$ cat config.mk
export PLATFORM = sky130hd
export DESIGN_NAME = cpu_decode_stage
export DESIGN_NICKNAME = d
export VERILOG_FILES = /design/src/rtl/cpu_decode_stage.sv
export SDC_FILE = /design/constraint.sdc
export NUM_CORES = 1
export LEC_CHECK = 0
export CAP_MARGIN = 15
export CELL_PAD_IN_SITES_DETAIL_PLACEMENT = 0
export CELL_PAD_IN_SITES_GLOBAL_PLACEMENT = 2
export CORE_MARGIN = 1.5
export CORE_UTILIZATION = 36
export DETAILED_ROUTE_END_ITERATION = 16
export GPL_TIMING_DRIVEN = 0
export PLACE_DENSITY = 0.95
export SLEW_MARGIN = 20
export SYNTH_ARGS = -nofsm -noshare
export SYNTH_HDL_FRONTEND = slang
export SYNTH_SLANG_ARGS = --single-unit
export TNS_END_PERCENT = 100
$ cat constraint.sdc
create_clock -name i_clk -period 3.61 [get_ports i_clk]
set_input_delay 0.5415 -clock i_clk [delete_from_list [all_inputs] [get_ports i_clk]]
set_output_delay 0.5415 -clock i_clk [all_outputs]
set_load 0.05 [all_outputs]
$ cat src/rtl/cpu_decode_stage.sv
// cpu_decode_stage: registered RV32I decode stage between fetch and execute.
// Each accepted instruction is split into its fields and classified by format.
// A sign-extended immediate is formed. Results are held in a main register (M)
// backed by a one-entry skid register (S). Because of S, the upstream ready is
// a pure flop output.
//
// Ports:
//   i_clk, i_rst_n      clock, asynchronous active-low reset
//   i_flush             drop everything held; blocks acceptance this cycle
//   i_valid/o_ready     upstream handshake (o_ready registered)
//   i_inst, i_pc        instruction word and its address
//   o_valid/i_ready     downstream handshake
//   o_pc, o_op, o_rd, o_rs1, o_rs2, o_func, o_fmt, o_imm, o_illegal
//                       decoded fields (o_fmt: 0=R 1=I 2=S 3=B 4=U 5=J 7=invalid)
//   o_illegal_cnt       saturating count of illegal beats taken downstream.
//                       This port exists only when CPU_DECODE_STAGE_ILLEGAL_CNT_EN
//                       is defined.
module cpu_decode_stage #(
    parameter int unsigned IMM_W = 32,
    parameter int unsigned PC_W  = 32
) (
    input  logic             i_clk,
    input  logic             i_rst_n,
    input  logic             i_flush,
    input  logic             i_valid,
    output logic             o_ready,
    input  logic [31:0]      i_inst,
    input  logic [PC_W-1:0]  i_pc,
    output logic             o_valid,
    input  logic             i_ready,
    output logic [PC_W-1:0]  o_pc,
    output logic [6:0]       o_op,
    output logic [4:0]       o_rd,
    output logic [4:0]       o_rs1,
    output logic [4:0]       o_rs2,
    output logic [9:0]       o_func,
    output logic [2:0]       o_fmt,
    output logic [IMM_W-1:0] o_imm,
    output logic             o_illegal
`ifdef CPU_DECODE_STAGE_ILLEGAL_CNT_EN
    ,
    output logic [15:0]      o_illegal_cnt
`endif
);

    typedef enum logic [2:0] {
        FMT_R   = 3'd0,
        FMT_I   = 3'd1,
        FMT_S   = 3'd2,
        FMT_B   = 3'd3,
        FMT_U   = 3'd4,
        FMT_J   = 3'd5,
        FMT_INV = 3'd7
    } fmt_e;

    typedef struct packed {
        logic [PC_W-1:0]  pc;
        logic [6:0]       op;
        logic [4:0]       rd;
        logic [4:0]       rs1;
        logic [4:0]       rs2;
        logic [9:0]       func;
        fmt_e             fmt;
        logic [IMM_W-1:0] imm;
        logic             illegal;
    } beat_t;

    localparam beat_t EMPTY = '{pc: '0, op: '0, rd: '0, rs1: '0, rs2: '0,
                                func: '0, fmt: FMT_INV, imm: '0, illegal: 1'b0};

    // ---------------- combinational decode of the incoming word ----------------
    beat_t       dec;
    fmt_e        fmt;
    logic [31:0] imm32;
    logic [63:0] imm64;

    always_comb begin
        unique case (i_inst[6:0])
            7'b0110111, 7'b0010111:                         fmt = FMT_U;
            7'b1101111:                                     fmt = FMT_J;
            7'b1100011:                                     fmt = FMT_B;
            7'b0100011:                                     fmt = FMT_S;
            7'b0110011:                                     fmt = FMT_R;
            7'b1100111, 7'b0000011, 7'b0010011,
            7'b0001111, 7'b1110011:                         fmt = FMT_I;
            default:                                        fmt = FMT_INV;
        endcase
        if (i_inst[1:0] != 2'b11) fmt = FMT_INV;

        unique case (fmt)
            FMT_I:   imm32 = {{20{i_inst[31]}}, i_inst[31:20]};
            FMT_S:   imm32 = {{20{i_inst[31]}}, i_inst[31:25], i_inst[11:7]};
            FMT_B:   imm32 = {{19{i_inst[31]}}, i_inst[31], i_inst[7],
                              i_inst[30:25], i_inst[11:8], 1'b0};
            FMT_U:   imm32 = {i_inst[31:12], 12'b0};
            FMT_J:   imm32 = {{11{i_inst[31]}}, i_inst[31], i_inst[19:12],
                              i_inst[20], i_inst[30:21], 1'b0};
            default: imm32 = '0;
        endcase
        // Extend to 64 bits first so one slice serves every IMM_W from 21 to 64.
        imm64 = {{32{imm32[31]}}, imm32};

        dec         = EMPTY;
        dec.pc      = i_pc;
        dec.op      = i_inst[6:0];
        dec.func    = {i_inst[31:25], i_inst[14:12]};
        dec.fmt     = fmt;
        dec.imm     = imm64[IMM_W-1:0];
        dec.illegal = (fmt == FMT_INV);
        dec.rd      = (fmt == FMT_S || fmt == FMT_B) ? 5'd0 : i_inst[11:7];
        dec.rs1     = (fmt == FMT_U || fmt == FMT_J) ? 5'd0 : i_inst[19:15];
        dec.rs2     = (fmt == FMT_I || fmt == FMT_U || fmt == FMT_J) ? 5'd0
                                                                     : i_inst[24:20];
    end

    // ---------------- M/S skid buffer ----------------
    logic  m_valid_q, m_valid_d;
    logic  s_valid_q, s_valid_d;
    logic  ready_q, ready_d;
    beat_t m_q, m_d;
    beat_t s_q, s_d;
    logic  in_fire, out_fire;

    assign in_fire  = i_valid && ready_q && !i_flush;
    assign out_fire = m_valid_q && i_ready;

    always_comb begin
        m_valid_d = m_valid_q;
        s_valid_d = s_valid_q;
        m_d       = m_q;
        s_d       = s_q;
        if (i_flush) begin
            m_valid_d = 1'b0;
            s_valid_d = 1'b0;
            m_d       = EMPTY;
            s_d       = EMPTY;
        end else if (out_fire || !m_valid_q) begin
            // M is free this edge. S is older than any new beat, so S goes
            // first. in_fire cannot occur while S is full because ready_q is low.
            if (s_valid_q) begin
                m_valid_d = 1'b1;
                m_d       = s_q;
                s_valid_d = 1'b0;
                s_d       = EMPTY;
            end else if (in_fire) begin
                m_valid_d = 1'b1;
                m_d       = dec;
            end else begin
                m_valid_d = 1'b0;
                m_d       = EMPTY;
            end
        end else if (in_fire) begin
            s_valid_d = 1'b1;
            s_d       = dec;
        end
        ready_d = !s_valid_d;
    end

    always_ff @(posedge i_clk or negedge i_rst_n) begin
        if (!i_rst_n) begin
            m_valid_q <= 1'b0;
            s_valid_q <= 1'b0;
            ready_q   <= 1'b1;
            m_q       <= EMPTY;
            s_q       <= EMPTY;
        end else begin
            m_valid_q <= m_valid_d;
            s_valid_q <= s_valid_d;
            ready_q   <= ready_d;
            m_q       <= m_d;
            s_q       <= s_d;
        end
    end

    assign o_ready   = ready_q;
    assign o_valid   = m_valid_q;
    assign o_pc      = m_q.pc;
    assign o_op      = m_q.op;
    assign o_rd      = m_q.rd;
    assign o_rs1     = m_q.rs1;
    assign o_rs2     = m_q.rs2;
    assign o_func    = m_q.func;
    assign o_fmt     = m_q.fmt;
    assign o_imm     = m_q.imm;
    assign o_illegal = m_q.illegal;

`ifdef CPU_DECODE_STAGE_ILLEGAL_CNT_EN
    logic [15:0] illegal_cnt_q, illegal_cnt_d;

    // A beat taken on the same edge as a flush is discarded, so it is not counted.
    always_comb begin
        illegal_cnt_d = illegal_cnt_q;
        if (out_fire && m_q.illegal && !i_flush && illegal_cnt_q != 16'hFFFF)
            illegal_cnt_d = illegal_cnt_q + 16'd1;
    end

    always_ff @(posedge i_clk or negedge i_rst_n) begin
        if (!i_rst_n) illegal_cnt_q <= '0;
        else          illegal_cnt_q <= illegal_cnt_d;
    end

    assign o_illegal_cnt = illegal_cnt_q;
`endif

endmodule

; Yosys cells after proc, flatten, opt, wreduce, memory -nomap -nowiden
; Index checks and enable logic that the tools add are counted.
[totals]
output_inout_bits = 102
reg_bits = 203
wordCells = 77
[classes]
eq_ne = 19
mux = 21
n_reduce_logical = 16
[ops]
columns = cell, n
row1 = 100-bit two-way mux, 8
row2 = 32-bit case mux with 5 select lines, 1
row3 = "7-bit == test, second input constant", 4
row4 = "7-bit by 6-bit == test with 1-bit output, second input constant", 3
row5 = 3-bit case mux with 6 select lines, 1
row6 = 5-bit two-way mux, 3
row7 = "7-bit by 5-bit == test with 1-bit output, second input constant", 2
row8 = "3-bit == test, second input constant", 3
row9 = "7-bit by 2-bit == test with 1-bit output, second input constant", 1
row10 = "7-bit by 4-bit == test with 1-bit output, second input constant", 1
row11 = 1-bit two-way mux, 7
row12 = "3-bit by 2-bit == test with 1-bit output, second input constant", 2
row13 = 1-bit logical OR, 5
row14 = 5-bit OR reduction, 1
row15 = "3-bit by 1-bit == test with 1-bit output, second input constant", 1
row16 = 1-bit logical AND, 3
row17 = 1-bit zero test, 3
row18 = 3-bit two-way mux, 1
row19 = "3-bit inequality test, second input constant", 1
row20 = 3-bit nonzero test, 1
row21 = "2-bit inequality test, second input constant", 1
row22 = 2-bit AND reduction, 1
row23 = 2-bit nonzero test, 1
row24 = 2-bit OR reduction, 1

; Longest topological paths before layout
; Gate-level depths: netlist of the first run.
[logic_depth]
ltp_word = 12
depth_mapped = 7

; Least setup slack after synthesis of the first run
; OpenSTA, ideal clock, no wires.
[synth_timing]
path_kind = input port to flip-flop
from = in i_inst[4]
to = reg s_q[22] (netlist bit)
setup_time_ns = 0.126
n_path_buf = 3
arrival_time_ns = 1.748
path_slack_ns = 1.736
path_stages = 7
cell_sequence = buf_4 > and3b_1 > buf_6 > o211a_1 > o211a_1 > buf_6 > a221o_1
[synth_via]
elab_chain_cells = 9
elab_cells_between_ends = 24
classes_between = 16 x eq/ne / 6 x mux / 2 x reduce/logical
[synth_lines]
columns = item, line_no
row1 = "start, declared", 27  ; input logic [31:0] i_inst,
row2 = "7-bit == test, or another cell as far along", 78  ; unique case (i_inst[6:0])
row3 = 5-bit OR reduction / 2-bit OR reduction (equally long branches), 78
row4 = 3-bit case mux with 6 select lines *, 78
row5 = 3-bit two-way mux *, 88  ; if (i_inst[1:0] != 2'b11) fmt = FMT_INV;
row6 = "3-bit == test, or another cell as far along", 90  ; unique case (fmt)
row7 = 32-bit case mux with 5 select lines *, 90
row8 = 100-bit two-way mux *, 152  ; end else if (in_fire) begin
row9 = 100-bit two-way mux *, 137  ; end else if (out_fire || !m_valid_q) begin
row10 = 100-bit two-way mux *, 132  ; if (i_flush) begin
row11 = "end signal, assigned", 165  ; s_q <= EMPTY;
row12 = "end signal, assigned", 171  ; s_q <= s_d;
row13 = "end, declared", 121  ; beat_t s_q, s_d;
; Mark *: on every way between the ends. The rest lies on a longest branch, timed or not. The select of a mux whose other input is x is not followed.
; A chain may end at the register's enable or synchronous reset.

; Final worst setup path of the first run
[layout_timing]
from = reg ready_q, in the netlist o_ready
to = out o_ready
[layout_lines]
columns = item, line_no
row1 = "start, declared", 119  ; logic ready_q, ready_d;
row2 = "start signal, assigned", 169  ; ready_q <= ready_d;
row3 = "end, declared", 26  ; output logic o_ready,
; No word-level cell between the ends.

==> flow_metrics.env, run 1 <==
export IMPL_avgSynthCellArea_um2=10.3
export IMPL_synth_area_mux_share_pct=0.233
export IMPL_layout_drive_gt1_share_pct=9.88
export IMPL_crit_type="reg -> out"
export IMPL_start_kind="flop"
export IMPL_rsz0062_at_grt="false"
export IMPL_cts_made_buffers=23
export IMPL_io_pins=171
export IMPL_intPower_mw=3.79
export IMPL_synth_xor_area_share_pct=0.0959
export IMPL_die_height_um=162
export IMPL_viasPerCell=5.63
export IMPL_synth_simple_gate_area_share_pct=10.9
export IMPL_dpl_hpwl_um=20900
export IMPL_syn_nets=952
export IMPL_netlist_area_um2=9140
export IMPL_maxCapViolCount=0
export IMPL_slew_headroom_pct=38.0
export IMPL_dieArea_um2=26300
export IMPL_crit_family="buffers and inverters"
export IMPL_clock_latency_ps=520
export IMPL_worstHoldPathCells=2
export IMPL_final_area_um2=12000
export IMPL_synth_top_family_by_area="compound AO/OA/AOI/OAI gates"
export IMPL_ys_ff_latch=203
export IMPL_layout_commonest_cell="dfrtp_1"
export IMPL_grt_antenna_before_repair=1
export IMPL_drc=0
export IMPL_dp_cells=1383
export IMPL_post_cts_buffers=0
export IMPL_gr_total_overflow=0
export IMPL_port_buffers=168
export IMPL_synth_enable_flop_cells=0
export IMPL_row_count=58
export IMPL_post_drt_wl_per_cell_um=20.8
export IMPL_core_um2=25000
export IMPL_hp_class="reg -> reg"
export IMPL_seq_area_frac_synth_pct=55.7
export IMPL_htreeDepth=1
export IMPL_worstPathBufferInverterCount=1
export IMPL_synth_compound_area_share_pct=28.4
export IMPL_slowest_stage="clkdlybuf4s50_1"
export IMPL_ys_async_sr_fraction_pct=100
export IMPL_tritoncts="done"
export IMPL_power_frac_comb_pct=11.8
export IMPL_rr_startpoint="s_valid_q$_DFF_PN0_"
export IMPL_netlist_instances=883
export IMPL_drv_slew=0
export IMPL_gp_congestion=0.876
export IMPL_grt_pass1_wl_um=46200
export IMPL_end_kind="primary output"
export IMPL_grt_pass1_vias=8036
export IMPL_routed_wl_um=29600
export IMPL_p_leak_nw=5.10
export IMPL_reg2reg_depth=6
export IMPL_final_antenna_net_count=0
export IMPL_multi_input_area_um2=3620
export IMPL_die_width_um=162
export IMPL_slowest_delay_ps=860
export IMPL_crit_chain="clkdlybuf4s50_1"
export IMPL_synthAdderAreaFrac_pct=0
export IMPL_total_power_mw=5.15
export IMPL_critPathRequiredTime_ps=3070
export IMPL_fill_cells=2346
export IMPL_power_frac_clock_pct=42.5
export IMPL_grt_use_total_pct=22.6
export IMPL_placed_area_um2=11300
export IMPL_path_clk_slew_ps=60
export IMPL_instances_no_fill=1424
export IMPL_netSwitchingFraction_pct=26.3
export IMPL_worst_pin_slew_ps=931
export IMPL_final_nets=1148
export IMPL_initial_core_util_pct=36.5
export IMPL_r2r_end="o_imm[2]$_DFFE_PN0P_"
export IMPL_vdd_ir_drop_worst_mv=0.236
export IMPL_cp_arrival_ps=1980
export IMPL_synth_warnings=0
export IMPL_seqPwrFrac_pct=45.8
export IMPL_status="finished clean"
export IMPL_power_switching_mw=1.35
export IMPL_setup_viol=0
export IMPL_regArea_um2=5090
export IMPL_hold_start="s_q[33]$_DFFE_PN1P_"
export IMPL_ff2ff_setup_slack_ps=1400
export IMPL_final_setup_worst_slack_ps=1090
export IMPL_finalCritPeriodShare_pct=69.8
export IMPL_synth_ff_type="dfrtp_1"
export IMPL_clk_path_buf_depth=3
export IMPL_period_minus_slack_ps=2520
export IMPL_setup_tns_ps=0
export IMPL_final_cell_mix="dfrtp_1, nand2_1, clkdlybuf4s50_1, o21ai_0, a22oi_1"
export IMPL_grt_max_degree=95
export IMPL_yosysUniqueCellTypes=65
export IMPL_cts_root_buf="clkbuf_16"
export IMPL_clock_skew_ps=21.9
export IMPL_worstPathMaxFanout=6
export IMPL_vias=8019
export IMPL_area_delta_synth_final_pct=31.3
export IMPL_power_density_nw_per_um2=429
export IMPL_cts_sinks=203
export IMPL_place_ws_ps=773
export IMPL_hold_violations=0
export IMPL_hold_end="s_q[33]$_DFFE_PN1P_"
export IMPL_drtIter0Drc=699
export IMPL_max_freq_ghz=0.397
export IMPL_dr_pass1_iters=6
## power by group through the flow
stage | sequential, mW | combinational (mW) | clock [mW]
after floorplan | 2.49 | 0.196 | 0
after global placement | 2.40 | 0.596 | 0
after detailed placement | 2.40 | 0.607 | 0
after CTS | 2.35 | 0.610 | 2.23
after global routing | 2.36 | 0.653 | 2.32
final | 2.36 | 0.607 | 2.18
## cell usage after synthesis, types with 6 or more instances
cell type  number  area [um2]
o21ai_0       101         505
nor2b_1         6        37.5
o31ai_1        24         180
a41o_1          6        60.1
a221o_1        19         190
a311o_1         8        80.1
o2bb2ai_1      12         105
dfrtp_1       196        4900
buf_2          47         235
a22oi_1        59         443
a32o_1          7        70.1
nor2_1          9        33.8
a21oi_1        33         165
dfstp_2         7         184
inv_1          11        41.3
clkbuf_1       25        93.8
a32oi_1        10        87.6
a22o_1         44         385
nand2_1       174         653
## layout make-up
type	count	share of cell area [%]
Sequential cell	203	42.4
Tap cell	330	3.44
Multi-Input combinational cell	590	30.2
Antenna cell	1	0.0209
Timing Repair Buffer	171	14.6
Clock inverter	5	0.240
Buffer	79	3.24
Inverter	11	0.344
Clock buffer	34	5.56
## sequential cells by signal, summed over array words and instances, names as in the netlist
register / flops
o_illegal: 1
s_valid_q: 1
o_pc: 32
o_rs2: 5
s_q: 100
o_imm: 32
o_func: 10
o_ready: 1
o_valid: 1
o_fmt: 3
o_rd: 5
o_rs1: 5
o_op: 7
## logic make-up after synthesis
group                     Yosys count
AOI/OAI and AO/OA                 362
and+or+nand+nor                   225
DFF                               203
buffers and inverters              90
muxes                               2
xor gates and xnor gates            1
## per-layer routing
metal / global-route usage, % / routed length (um) / up-vias
li1: - / - / 3683
met1: 32.6 / 13500 / 3973
met2: 35.1 / 13400 / 315
met3: 3.52 / 1940 / 48
met4: 6.67 / 735 / 0
met5: 0 / 0 / -
## stage by stage
step / util (%) / hold WS (ps)
after detailed placement: 45.1 / 447
after floorplan: - / 246
after global placement: 44.9 / 449
final: 47.9 / 457
after CTS: 47.9 / 457
after global routing: 47.9 / 484
## worst max path at each step
stage	from	end	slack, ps	cells after the start
after floorplan	i_inst[4]	s_q[22]$_DFFE_PN0P_	1740	7
after global placement	i_rst_n	o_pc[4]$_DFFE_PN0P_	-6580	1
after detailed placement	i_inst[5]	o_imm[13]$_DFFE_PN0P_	770	6
after CTS	o_ready$_DFF_PN1_	o_ready	1070	1
after global routing	o_ready$_DFF_PN1_	o_ready	1020	1
final	o_ready$_DFF_PN1_	o_ready	1090	1
## what timing repair did
| item | 4_1_cts | 5_1_grt |
|---|---|---|
| gates resized for setup | 0 | 0 |
| endpoints found under the hold margin | 44 | 0 |
| hold buffers | 1 | 0 |
(Power assumes the default switching activity.)
==> run 2, diff against run 1 <==
--- a/config.mk
+++ b/config.mk
@@ -9,10 +9,10 @@
 export CELL_PAD_IN_SITES_DETAIL_PLACEMENT = 0
 export CELL_PAD_IN_SITES_GLOBAL_PLACEMENT = 2
 export CORE_MARGIN = 1.5
-export CORE_UTILIZATION = 36
+export CORE_UTILIZATION = 30
 export DETAILED_ROUTE_END_ITERATION = 16
 export GPL_TIMING_DRIVEN = 0
-export PLACE_DENSITY = 0.95
+export PLACE_DENSITY = 0.87
 export SLEW_MARGIN = 20
 export SYNTH_ARGS = -nofsm -noshare
 export SYNTH_HDL_FRONTEND = slang
==> constraint.sdc (replaced) <==
create_clock -name i_clk -period 2 [get_ports i_clk]
set_input_delay 0.3 -clock i_clk [delete_from_list [all_inputs] [get_ports i_clk]]
set_output_delay 0.3 -clock i_clk [all_outputs]
set_load 0.05 [all_outputs]
==> run 2 against run 1 <==
Global-route usage down 2.6 points. Sequential share of layout area is 1.0 points lower. Clock skew fell by 9.5 ps. Utilization down 6.7 points. First-iteration DRC count up 5.0%. Highest routed layer is now met5.
==> flow_metrics.env, run 2 (synthesis results as in run 1) <==
export IMPL_finalCritPeriodShare_pct=99.4
export IMPL_cts_root_buf="clkbuf_16"
export IMPL_cts_made_buffers=24
export IMPL_grt_pass1_wl_um=48300
export IMPL_end_kind="flop"
export IMPL_io_pins=171
export IMPL_initial_core_util_pct=30.7
export IMPL_crit_type="in -> reg"
export IMPL_r2r_end="s_q[11]$_DFFE_PN0P_"
export IMPL_row_count=63
export IMPL_worstPathBufferInverterCount=1
export IMPL_die_width_um=178
export IMPL_fill_cells=2958
export IMPL_rr_startpoint="o_valid$_DFFE_PN0P_"
export IMPL_viasPerCell=5.46
export IMPL_cp_arrival_ps=2440
export IMPL_slowest_delay_ps=630
export IMPL_worst_hold_slack_ps=267
export IMPL_drc=0
export IMPL_gr_total_overflow=0
export IMPL_final_nets=1150
export IMPL_power_density_nw_per_um2=800
export IMPL_status="finished clean"
export IMPL_critPathRequiredTime_ps=2450
export IMPL_vias=8137
export IMPL_drv_slew=0
export IMPL_final_antenna_net_count=0
export IMPL_start_kind="primary input"
export IMPL_tritoncts="done"
export IMPL_grt_max_degree=89
export IMPL_largest_reg_flops=100
export IMPL_maxCapViolCount=0
export IMPL_final_cell_mix="dfrtp_1, nand2_1, o21ai_0, clkdlybuf4s50_1, dlygate4sd2_1"
export IMPL_grt_pass1_vias=8000
export IMPL_post_drt_wl_per_cell_um=21.3
export IMPL_grt_antenna_before_repair=3
export IMPL_setup_viol=0
export IMPL_cts_sinks=203
export IMPL_clk_path_buf_depth=3
export IMPL_die_height_um=178
export IMPL_final_setup_worst_slack_ps=11.2
export IMPL_dpl_hpwl_um=22200
export IMPL_diodes=0
export IMPL_crit_family="simple AND/OR/NAND/NOR gates"
export IMPL_crit_chain="clkdlybuf4s50_1 > nor3b_2 > nand3_2 > nor2_1 > a32o_1"
export IMPL_core_um2=29800
export IMPL_area_delta_synth_final_pct=34.5
export IMPL_htreeDepth=1
export IMPL_slowest_stage="nor2_1"
export IMPL_final_core_util_pct=41.2
export IMPL_routed_wl_um=31800
export IMPL_clock_latency_ps=510
export IMPL_clock_skew_ps=12.4
export IMPL_rsz0062_at_grt="true"
export IMPL_max_flop_register="s_q"
export IMPL_layout_commonest_cell="dfrtp_1"
export IMPL_period_minus_slack_ps=1990
export IMPL_place_ws_ps=-524
export IMPL_hp_class="in -> async"
export IMPL_gp_congestion=0.840
export IMPL_p_leak_nw=6.08
export IMPL_max_freq_ghz=0.503
export IMPL_dp_cells=1443
export IMPL_dr_pass1_iters=5
export IMPL_port_buffers=168
export IMPL_worst_pin_slew_ps=679
export IMPL_total_power_mw=9.84
export IMPL_vdd_ir_drop_worst_mv=0.525
export IMPL_slew_headroom_pct=54.5
export IMPL_dieArea_um2=31500
export IMPL_layout_drive_gt1_share_pct=12.2
export IMPL_ff2ff_setup_slack_ps=30
export IMPL_reg2reg_depth=4
export IMPL_drtIter0Drc=734
export IMPL_hold_violations=0
export IMPL_instances_no_fill=1489
export IMPL_worstPathMaxFanout=10
export IMPL_grt_use_total_pct=20.0
export IMPL_path_clk_slew_ps=60
## run 2: layer usage
layer	track usage, %	wire (um)	up-vias
met2	30.8	14100	347
met5	0	31	-
met4	4.62	685	4
met1	29.1	14500	4040
met3	3.32	2430	50
li1	-	-	3696
## run 2: how the worst max path moves through the flow
stage                                      from                  end  slack [ps]  depth (start not counted)
after floorplan             o_valid$_DFFE_PN0P_   s_q[0]$_DFFE_PN0P_         140                          7
after global placement                  i_rst_n  o_pc[5]$_DFFE_PN0P_       -8180                          1
after detailed placement                i_flush  s_q[17]$_DFFE_PN0P_        -520                          5
after CTS                 o_func[2]$_DFFE_PN0P_            o_func[2]         0.8                          1
after global routing                    i_flush   s_q[9]$_DFFE_PN0P_         -20                          5
final                                   i_flush  s_q[11]$_DFFE_PN0P_          10                          5
## run 2: cell type report
| cell class | count | area, um2 | share of cell area (%) |
|---|---|---|---|
| Sequential cell | 203 | 5090 | 41.4 |
| Multi-Input combinational cell | 590 | 3670 | 29.9 |
| Timing Repair Buffer | 172 | 1770 | 14.4 |
| Clock buffer | 35 | 713 | 5.80 |
| Tap cell | 390 | 488 | 3.97 |
| Buffer | 79 | 415 | 3.38 |
| Clock inverter | 9 | 101 | 0.825 |
| Inverter | 11 | 41.3 | 0.336 |
## run 2: report_power, final
group / internal, mW / switching, mW
combinational: 0.345 / 0.761
sequential: 4.20 / 0.0541
clock: 2.73 / 1.75
## run 2: timing repair
item                                   CTS  global route
buffers inserted                         0             1
resized for setup                       71            62
pin swaps                                0             4
setup endpoints to repair               92           169
endpoints found under the hold margin   45             0
hold buffers                             1             0
## run 2: per-stage QoR
stage	setup TNS (ps)	instance area, um2
detailed placement	-75130	11400
finish	0	12300
global placement	-1711790	11300
CTS	0	12100
global route	-57.7	12300
floorplan	0	9140
## run 2: worst register-to-register path, cell delays in order (launching register included)
cell and delay, ps:
dfrtp_1 400, nor3b_2 300, nand3_2 320, nor2_1 630, a32o_1 260
==> run 3, diff against run 2 <==
--- a/config.mk
+++ b/config.mk
@@ -5,6 +5,7 @@
 export SDC_FILE = /design/constraint.sdc
 export NUM_CORES = 1
 export LEC_CHECK = 0
+export ABC_CLOCK_PERIOD_IN_PS = 2000
 export CAP_MARGIN = 15
 export CELL_PAD_IN_SITES_DETAIL_PLACEMENT = 0
 export CELL_PAD_IN_SITES_GLOBAL_PLACEMENT = 2
==> results of run 3 <==
Final layout, timing and power as in run 2 (identical DEF).
